`config.mk`:
```
export PLATFORM = sky130hd
export DESIGN_NAME = nn_result_display
export DESIGN_NICKNAME = d
export VERILOG_FILES = /design/src/rtl/nn_result_display.sv
export SDC_FILE = /design/constraint.sdc
export NUM_CORES = 1
export LEC_CHECK = 0
export CAP_MARGIN = 20
export CELL_PAD_IN_SITES_DETAIL_PLACEMENT = 1
export CELL_PAD_IN_SITES_GLOBAL_PLACEMENT = 1
export CORE_MARGIN = 1.5
export CORE_UTILIZATION = 41
export DETAILED_ROUTE_END_ITERATION = 10
export PLACE_DENSITY_LB_ADDON = 0.1
export SLEW_MARGIN = 15
export SYNTH_ARGS = -nofsm -noshare
export SYNTH_HDL_FRONTEND = slang
export SYNTH_SLANG_ARGS = --single-unit
```
`constraint.sdc`:
```
create_clock -name clk -period 5.23 [get_ports clk]
set_clock_uncertainty 0.15 [all_clocks]
set_input_delay 1.569 -clock clk [delete_from_list [all_inputs] [get_ports clk]]
set_output_delay 1.569 -clock clk [all_outputs]
set_load 0.02 [all_outputs]
```
`src/rtl/nn_result_display.sv`:
```
// Front-panel controller: start-button edge detect, busy animation with timeout, argmax digit display.
// Define NN_DISPLAY_HISTORY_EN to scroll previous results through digits 1..NUM_DIGITS-1.
module nn_result_display #(
    parameter int NUM_DIGITS    = 4,
    parameter int CLASS_W       = 4,
    parameter int NUM_CLASSES   = 10,
    parameter int TICK_DIV      = 500,
    parameter int TIMEOUT_TICKS = 1000
) (
    input  logic                    clk,
    input  logic                    reset,
    input  logic                    key_n,
    input  logic                    nn_done,
    input  logic [CLASS_W-1:0]      argmax_in,
    output logic                    nn_start,
    output logic                    busy,
    output logic                    error,
    output logic [7:0]              result_count,
    output logic [7*NUM_DIGITS-1:0] hex_out
);

    localparam int TICK_W = $clog2(TICK_DIV);
    localparam int TO_W   = $clog2(TIMEOUT_TICKS + 1);

    localparam logic [1:0] ST_IDLE = 2'd0;
    localparam logic [1:0] ST_RUN  = 2'd1;
    localparam logic [1:0] ST_SHOW = 2'd2;

    localparam logic [6:0] SEG_BLANK = 7'h7F;
    localparam logic [6:0] SEG_ERR   = 7'h06;
    localparam logic [6:0] SEG_DASH  = 7'h3F;

    logic [2:0]        key_sync_q, key_sync_d;
    logic [TICK_W-1:0] tick_cnt_q, tick_cnt_d;
    logic [TO_W-1:0]   to_cnt_q, to_cnt_d;
    logic [2:0]        anim_q, anim_d;
    logic [1:0]        state_q, state_d;
    logic              start_q, start_d;
    logic              err_q, err_d;
    logic [7:0]        count_q, count_d;
    logic [6:0]        digit_q [NUM_DIGITS];
    logic [6:0]        digit_d [NUM_DIGITS];

    logic       press;
    logic       tick;
    logic       bad_class;
    logic       complete;
    logic [6:0] result_seg;
    logic [6:0] new_seg;
    logic [6:0] anim_seg;

    // Bit 2 holds the previous synchronised sample, so a press is old=1, new=0.
    assign press = key_sync_q[2] & ~key_sync_q[1];
    assign tick  = (tick_cnt_q == TICK_W'(TICK_DIV - 1));

    always_comb begin
        bad_class  = (32'(argmax_in) >= 32'(NUM_CLASSES));
        result_seg = SEG_ERR;
        if (!bad_class) begin
            case (32'(argmax_in))
                32'd0:   result_seg = 7'h40;
                32'd1:   result_seg = 7'h79;
                32'd2:   result_seg = 7'h24;
                32'd3:   result_seg = 7'h30;
                32'd4:   result_seg = 7'h19;
                32'd5:   result_seg = 7'h12;
                32'd6:   result_seg = 7'h02;
                32'd7:   result_seg = 7'h78;
                32'd8:   result_seg = 7'h00;
                32'd9:   result_seg = 7'h10;
                default: result_seg = SEG_ERR;
            endcase
        end
    end

    always_comb begin
        key_sync_d = {key_sync_q[1:0], key_n};
        tick_cnt_d = tick ? '0 : tick_cnt_q + 1'b1;
        to_cnt_d   = to_cnt_q;
        anim_d     = anim_q;
        state_d    = state_q;
        start_d    = 1'b0;
        err_d      = err_q;
        count_d    = count_q;
        digit_d    = digit_q;
        complete   = 1'b0;
        new_seg    = SEG_BLANK;

        case (state_q)
            ST_RUN: begin
                // A completion beats a timeout landing in the same cycle.
                if (nn_done) begin
                    complete = 1'b1;
                    new_seg  = result_seg;
                    err_d    = err_q | bad_class;
                    count_d  = count_q + 8'd1;
                    state_d  = ST_SHOW;
                end else if (tick) begin
                    anim_d   = (anim_q == 3'd5) ? 3'd0 : anim_q + 3'd1;
                    to_cnt_d = to_cnt_q + 1'b1;
                    if (to_cnt_q == TO_W'(TIMEOUT_TICKS - 1)) begin
                        complete = 1'b1;
                        new_seg  = SEG_DASH;
                        err_d    = 1'b1;
                        state_d  = ST_SHOW;
                    end
                end
            end
            default: begin
                if (press) begin
                    start_d  = 1'b1;
                    state_d  = ST_RUN;
                    to_cnt_d = '0;
                    anim_d   = 3'd0;
                    err_d    = 1'b0;
                end
            end
        endcase

        if (complete) begin
`ifdef NN_DISPLAY_HISTORY_EN
            for (int i = NUM_DIGITS - 1; i > 0; i--) begin
                digit_d[i] = digit_q[i-1];
            end
`endif
            digit_d[0] = new_seg;
        end
    end

    always_ff @(posedge clk) begin
        if (reset) begin
            key_sync_q <= 3'b111;
            tick_cnt_q <= '0;
            to_cnt_q   <= '0;
            anim_q     <= 3'd0;
            state_q    <= ST_IDLE;
            start_q    <= 1'b0;
            err_q      <= 1'b0;
            count_q    <= 8'd0;
            for (int i = 0; i < NUM_DIGITS; i++) begin
                digit_q[i] <= SEG_BLANK;
            end
        end else begin
            key_sync_q <= key_sync_d;
            tick_cnt_q <= tick_cnt_d;
            to_cnt_q   <= to_cnt_d;
            anim_q     <= anim_d;
            state_q    <= state_d;
            start_q    <= start_d;
            err_q      <= err_d;
            count_q    <= count_d;
            digit_q    <= digit_d;
        end
    end

    // While running, digit 0 shows the spinner instead of the last stored result.
    assign anim_seg = ~(7'd1 << anim_q);

    always_comb begin
        hex_out = '1;
        for (int i = 0; i < NUM_DIGITS; i++) begin
            hex_out[7*i +: 7] = digit_q[i];
        end
        if (state_q == ST_RUN) begin
            hex_out[6:0] = anim_seg;
        end
    end

    assign nn_start     = start_q;
    assign busy         = (state_q == ST_RUN);
    assign error        = err_q;
    assign result_count = count_q;

endmodule

```
## Word level (Yosys, flattened, before mapping)

Memory sizes are Yosys's and may differ from the RTL's.
Cells that the tools add are included.

- Register bits: 44
- Latch bits: 0
- Memory bits (writable): 0
- ROM bits: 112
- Input port bits: 8
- Output and inout port bits: 39
- Logic and storage cells: 64
- Memories kept: 1

Memory list:

| memory | words | width | rd ports | clocked after memory_dff | wr ports | RTL line | RTL |
|---|---|---|---|---|---|---|---|
| (no name shown) | 16 | 7 | 1 | 0 | 0 | 60 | `case (32'(argmax_in))` |

- Add/subtract/negate cells: 4
- Multiply operators: 0
- Divide/modulo/power cells: 0
- $lt $le $gt $ge: 1
- Equality and inequality tests: 8
- Shift-type cells: 1
- Mux-type cells: 30
- Bitwise operators: 4
- Reduce and logical (&&, ||, !) cells: 6

Operators by type and width:

| operator | number |
|---|---|
| 2-to-1 mux 7 bit | 6 |
| 2-to-1 mux 10 bit | 4 |
| 2-to-1 mux 3 bit | 5 |
| adder 10 x 1 -> 10 bit, second input constant | 1 |
| equality test 10 bit, second input constant | 1 |
| 2-to-1 mux 1 bit | 10 |
| 2-to-1 mux 2 bit | 5 |
| adder 9 x 1 -> 9 bit, second input constant | 1 |
| equality test 9 bit, second input constant | 1 |
| adder 8 x 1 -> 8 bit, second input constant | 1 |
| NOT 7 bit | 1 |
| << shifter 1 x 3 -> 7 bit, first input constant | 1 |
| != test 3 x 2 -> 1 bit, second input constant | 2 |
| AND reduction 3 bit | 2 |
| greater-or-equal comparator 4 bit, second input constant | 1 |
| OR reduction 2 bit | 2 |
| adder 3 x 1 -> 3 bit, second input constant | 1 |
| equality test 3 bit, second input constant | 1 |
| equality test 2 x 1 -> 1 bit, second input constant | 1 |
| != test 2 x 1 -> 1 bit, second input constant | 1 |
| != test 2 bit, second input constant | 1 |
| AND reduction 2 bit | 1 |
| nonzero test 2 bit | 1 |
| bitwise AND 1 bit | 1 |
| 2 further kinds | 2 |

## Logic depth before layout (Yosys ltp)

- Word-level depth: 5
- Gate-level depth with buffers: 6

## Worst setup path before layout

No wires, ideal clock.

- Path kind: flip-flop to output port
- Start: reg state_q[1]
- End: out hex_out[1]
- Arrival time: 1.631 ns
- Slack: 1.880 ns
- Cell stages (with the launch flop): 6
- Buffers on the path: 2
- Cells stage by stage: dfxtp_1 > nand2b_1 > buf_2 > clkinv_1 > clkbuf_1 > a31oi_1

- Longest elaborated chain between the ends: 2

RTL lines:

| what | RTL line | RTL |
|---|---|---|
| start, declared | 37 | `logic [1:0] state_q, state_d;` |
| start signal, assigned | 148 | `state_q <= state_d;` |
| equality test 2 x 1 -> 1 bit | n/a |  |
| net busy | 16 | `output logic busy,` |
| 2-to-1 mux 7 bit | 164 | `if (state_q == ST_RUN) begin` |
| end, declared | 19 | `output logic [7*NUM_DIGITS-1:0] hex_out` |

The timed path passes the listed nets, and every way through them passes these cells.

## Final worst setup path

- Start: reg state_q[1]
- End: out hex_out[1]

- Longest elaborated chain between the ends: 2

RTL lines:

| what | RTL line |
|---|---|
| equality test 2 x 1 -> 1 bit | 164 |
| 2-to-1 mux 7 bit | 164 |

Every way passes these cells.

==> impl_results.rst <==
.. list-table::
   :header-rows: 1

   * - Metric
     - Value
   * - Max-Cap Viols
     - 0
   * - Number of warning messages in the yosys log
     - 0
   * - Top Metal Used
     - met4
   * - Ant diodes
     - 0
   * - Overall die area
     - 0.006182 sq mm
   * - Worst setup path start
     - state_q[1]
   * - Cell variety after synth
     - 43
   * - Power Density
     - 244.8 mW/mm^2
   * - CTS hold repair buffers
     - 0
   * - Hold crit path type
     - reg -> reg
   * - Number of top-level pins
     - 47
   * - Post-route met1 wirelength
     - 2.557 mm
   * - Final Critical Period
     - 4.338 ns
   * - Maximum number of pins on one net before global-route repair
     - 22
   * - Most common cell after layout, fill and taps aside
     - sky130_fd_sc_hd__dfxtp_1
   * - Clock tree sinks
     - 44
   * - Half-perimeter wire length after detailed placement
     - 3.894 mm
   * - CP Launch Type
     - flop
   * - Share of the synthesized area in the top cell type
     - 37.57%
   * - Setup repair after global routing missed its margin
     - false
   * - Floorplan die height
     - 78.63 um
   * - Setup TNS Final
     - 0 ns
   * - R2r startpoint
     - tick_cnt_q[0]
   * - Met2 wire length
     - 2.547 mm
   * - Synthesized cell area
     - 0.002345 sq mm
   * - Hold path startpoint
     - key_sync_q[0]
   * - Leading area contributor after synthesis
     - sky130_fd_sc_hd__dfxtp_1
   * - Post-cts sizing count
     - 0
   * - Via count of the first global-routing pass
     - 1942
   * - Layout-stage area growth over the synthesis result
     - 13.77%
   * - Port Buf Inserts
     - 25
   * - Placeable core region
     - 0.005507 sq mm
   * - Commonest non-fill, non-tap cells in the layout
     - sky130_fd_sc_hd__dfxtp_1, sky130_fd_sc_hd__nor2_1, sky130_fd_sc_hd__a21oi_1
   * - CTS H-tree lvls
     - 2
   * - Buffers from clock root to sink, at most
     - 2
   * - Endpoint type of the worst setup path
     - output port
   * - Wire length per cell after detailed routing
     - 14.10 um
   * - Routability congestion estimate
     - 0.7281
   * - Maximum vdd drop
     - 0.0001438 V
   * - Drt pass-1 iters
     - 4
   * - Antenna violations before repair
     - 0
   * - Clock network latency to the later pin of the worst-skew pair
     - 0.31 ns
   * - Post-CTS setup buffer count
     - 0
   * - Share of the core filled with cells in the final layout
     - 48.44%
   * - Starting DRC count in detailed routing
     - 65
   * - Synthesized instance count
     - 283
   * - Horizontal extent of the die
     - 78.63 um
   * - Met3 Routed Length
     - 177 um
   * - Number of max-slew violations in the final report
     - 0
   * - Share of final-layout standard cells stronger than drive strength 1
     - 5.537%
   * - Post-route ant nets
     - 0
   * - Global routing usage summed across all routing layers
     - 19.01%
   * - Grt total ovfl
     - 0
   * - Smallest hold slack
     - 0.2712 ns
   * - Required arrival time at the worst endpoint
     - 3.51 ns
   * - Avg Synthesized Cell Area
     - 8.285 sq um
   * - Worst Max-Slew Pin Slew
     - 0.7912 ns
   * - CP Max Fanout
     - 18
   * - CTS clock-pin slew for the worst setup and hold paths
     - 0.09 ns
   * - Post-layout net count
     - 324
   * - Global-route wire length before repair
     - 9.287 mm
   * - Worst Setup Path Type
     - reg -> out
   * - Remaining design rule violation count
     - 0
   * - Achievable clock frequency
     - 230.5 MHz
   * - DR vias
     - 1963
   * - Final setup violation count
     - 0
   * - Flop and latch count out of synthesis
     - 44
   * - Normalized max-slew margin
     - 47.26%
   * - Buffer cell driving the clock tree root
     - sky130_fd_sc_hd__clkbuf_8
   * - Area contributors post-synth
     - sky130_fd_sc_hd__dfxtp_1, sky130_fd_sc_hd__buf_4, sky130_fd_sc_hd__a21oi_1
   * - Result of the run
     - finished, final reports clean
   * - Clock buffer count from CTS
     - 5
   * - Row count
     - 27
   * - Vias per cell
     - 5.179
   * - Leakage power total
     - 0.9942 nW
   * - Data arrival at the endpoint of the critical path
     - 2.62 ns
   * - Initial standard-cell utilization of the core
     - 42.58%
   * - Overall routed net length
     - 5.343 mm
   * - Seq/Total Area, Yosys
     - 37.57%
   * - CTS tree
     - built
   * - Final worst-path cycle share
     - 82.95%
   * - Final Hold Vio Count
     - 0
-- kinds of logic (layout without fill, tap and decap cells) --
group	after synthesis	count (layout)	share of synthesized area [%]
AO/OA/AOI/OAI	61	61	15.16
XOR/XNOR	14	14	5.229
adder cells (fa/ha/maj)	10	10	5.336
buffers and inverters	38	42	9.605
flip-flops	44	44	37.57
multiplexers	2	2	0.8538
other	1	21	0.1599
AND/OR/NAND/NOR	113	113	26.09
-- cell type report --
type | instances | area (sq um)
flip-flops and latches | 44 | 880.8
multi-input cells | 221 | 1314
well taps | 72 | 90.09
clock inverters | 3 | 26.28
repair buffers | 26 | 257.7
inverters | 8 | 30.03
fillers | 669 | 2839
clock buffers | 5 | 68.82
-- critical path: stages (launching register included) --
cell,delay [ns]
sky130_fd_sc_hd__dfxtp_1,0.42
sky130_fd_sc_hd__nand2b_1,0.40
sky130_fd_sc_hd__clkinv_1,0.52
sky130_fd_sc_hd__a31oi_1,0.33
sky130_fd_sc_hd__clkdlybuf4s50_1,0.64
-- cell usage after synthesis --
cell,instances
sky130_fd_sc_hd__a211o_1,1
sky130_fd_sc_hd__a211oi_1,2
sky130_fd_sc_hd__a21o_1,2
sky130_fd_sc_hd__a21oi_1,27
sky130_fd_sc_hd__a31o_2,1
sky130_fd_sc_hd__a31oi_1,1
sky130_fd_sc_hd__a32oi_2,1
sky130_fd_sc_hd__and2_0,1
sky130_fd_sc_hd__and2_1,2
sky130_fd_sc_hd__and3_1,4
sky130_fd_sc_hd__and3b_1,1
sky130_fd_sc_hd__and4_1,2
sky130_fd_sc_hd__and4bb_2,1
sky130_fd_sc_hd__buf_2,3
sky130_fd_sc_hd__buf_4,21
sky130_fd_sc_hd__clkbuf_1,6
sky130_fd_sc_hd__clkinv_1,2
sky130_fd_sc_hd__conb_1,1
sky130_fd_sc_hd__dfxtp_1,44
sky130_fd_sc_hd__ha_1,10
sky130_fd_sc_hd__inv_1,6
sky130_fd_sc_hd__mux2i_1,2
sky130_fd_sc_hd__nand2_1,19
sky130_fd_sc_hd__nand2b_1,4
sky130_fd_sc_hd__nand3_1,7
sky130_fd_sc_hd__nand3b_1,2
sky130_fd_sc_hd__nand4_1,12
sky130_fd_sc_hd__nand4bb_1,1
sky130_fd_sc_hd__nor2_1,31
sky130_fd_sc_hd__nor2b_1,3
sky130_fd_sc_hd__nor3_1,6
sky130_fd_sc_hd__nor3b_1,2
sky130_fd_sc_hd__nor3b_4,1
sky130_fd_sc_hd__nor4_2,1
sky130_fd_sc_hd__o211ai_1,1
sky130_fd_sc_hd__o21ai_0,14
sky130_fd_sc_hd__o21ai_1,4
sky130_fd_sc_hd__o31ai_1,7
sky130_fd_sc_hd__or2_2,3
sky130_fd_sc_hd__or3_1,7
sky130_fd_sc_hd__or4_1,3
sky130_fd_sc_hd__xnor2_1,4
sky130_fd_sc_hd__xor2_1,10
-- power breakdown --
part / internal [W] / total (W) / switching, W
logic: 0.0000253 / 0.0000750 / 0.0000498
registers: 0.000342 / 0.000348 / 0.00000605
clock network: 0.0000983 / 0.000230 / 0.000132
total: 0.000465 / 0.000653 / 0.000188
-- state kept, by name, summed over array words and instances (netlist names) --
name / flops
key_sync_q: 3
state_q: 2
nn_start: 1
to_cnt_q: 10
digit_q: 7
result_count: 8
tick_cnt_q: 9
anim_q: 3
error: 1
-- stage by stage --
stage	power, W	cell area [sq um]	worst slack, ns	instances
floorplan	0.0004180	2420	1.880	303
global route	0.0006855	2668	0.6388	379
detailed placement	0.0004306	2572	1.250	371
CTS	0.0006594	2668	0.9170	379
finish	0.0006529	2668	0.8915	379
global placement	0.0004291	2572	1.334	371
-- per-layer routing --
metal	track usage [%]	vias up
met4	4.821	0
met1	23.62	931
met3	4.535	6
met2	32.76	33
li1	-	993
met5	0	-
-- final timing paths --
kind                   end  slack [ns]  cells past startpoint
max             hex_out[1]        0.89                      4
min          key_sync_q[1]        0.27                      1
max reg2reg    to_cnt_q[9]        3.01                      5
min reg2reg  key_sync_q[1]        0.27                      1
No activity file was read; power rests on OpenSTA's default activity.
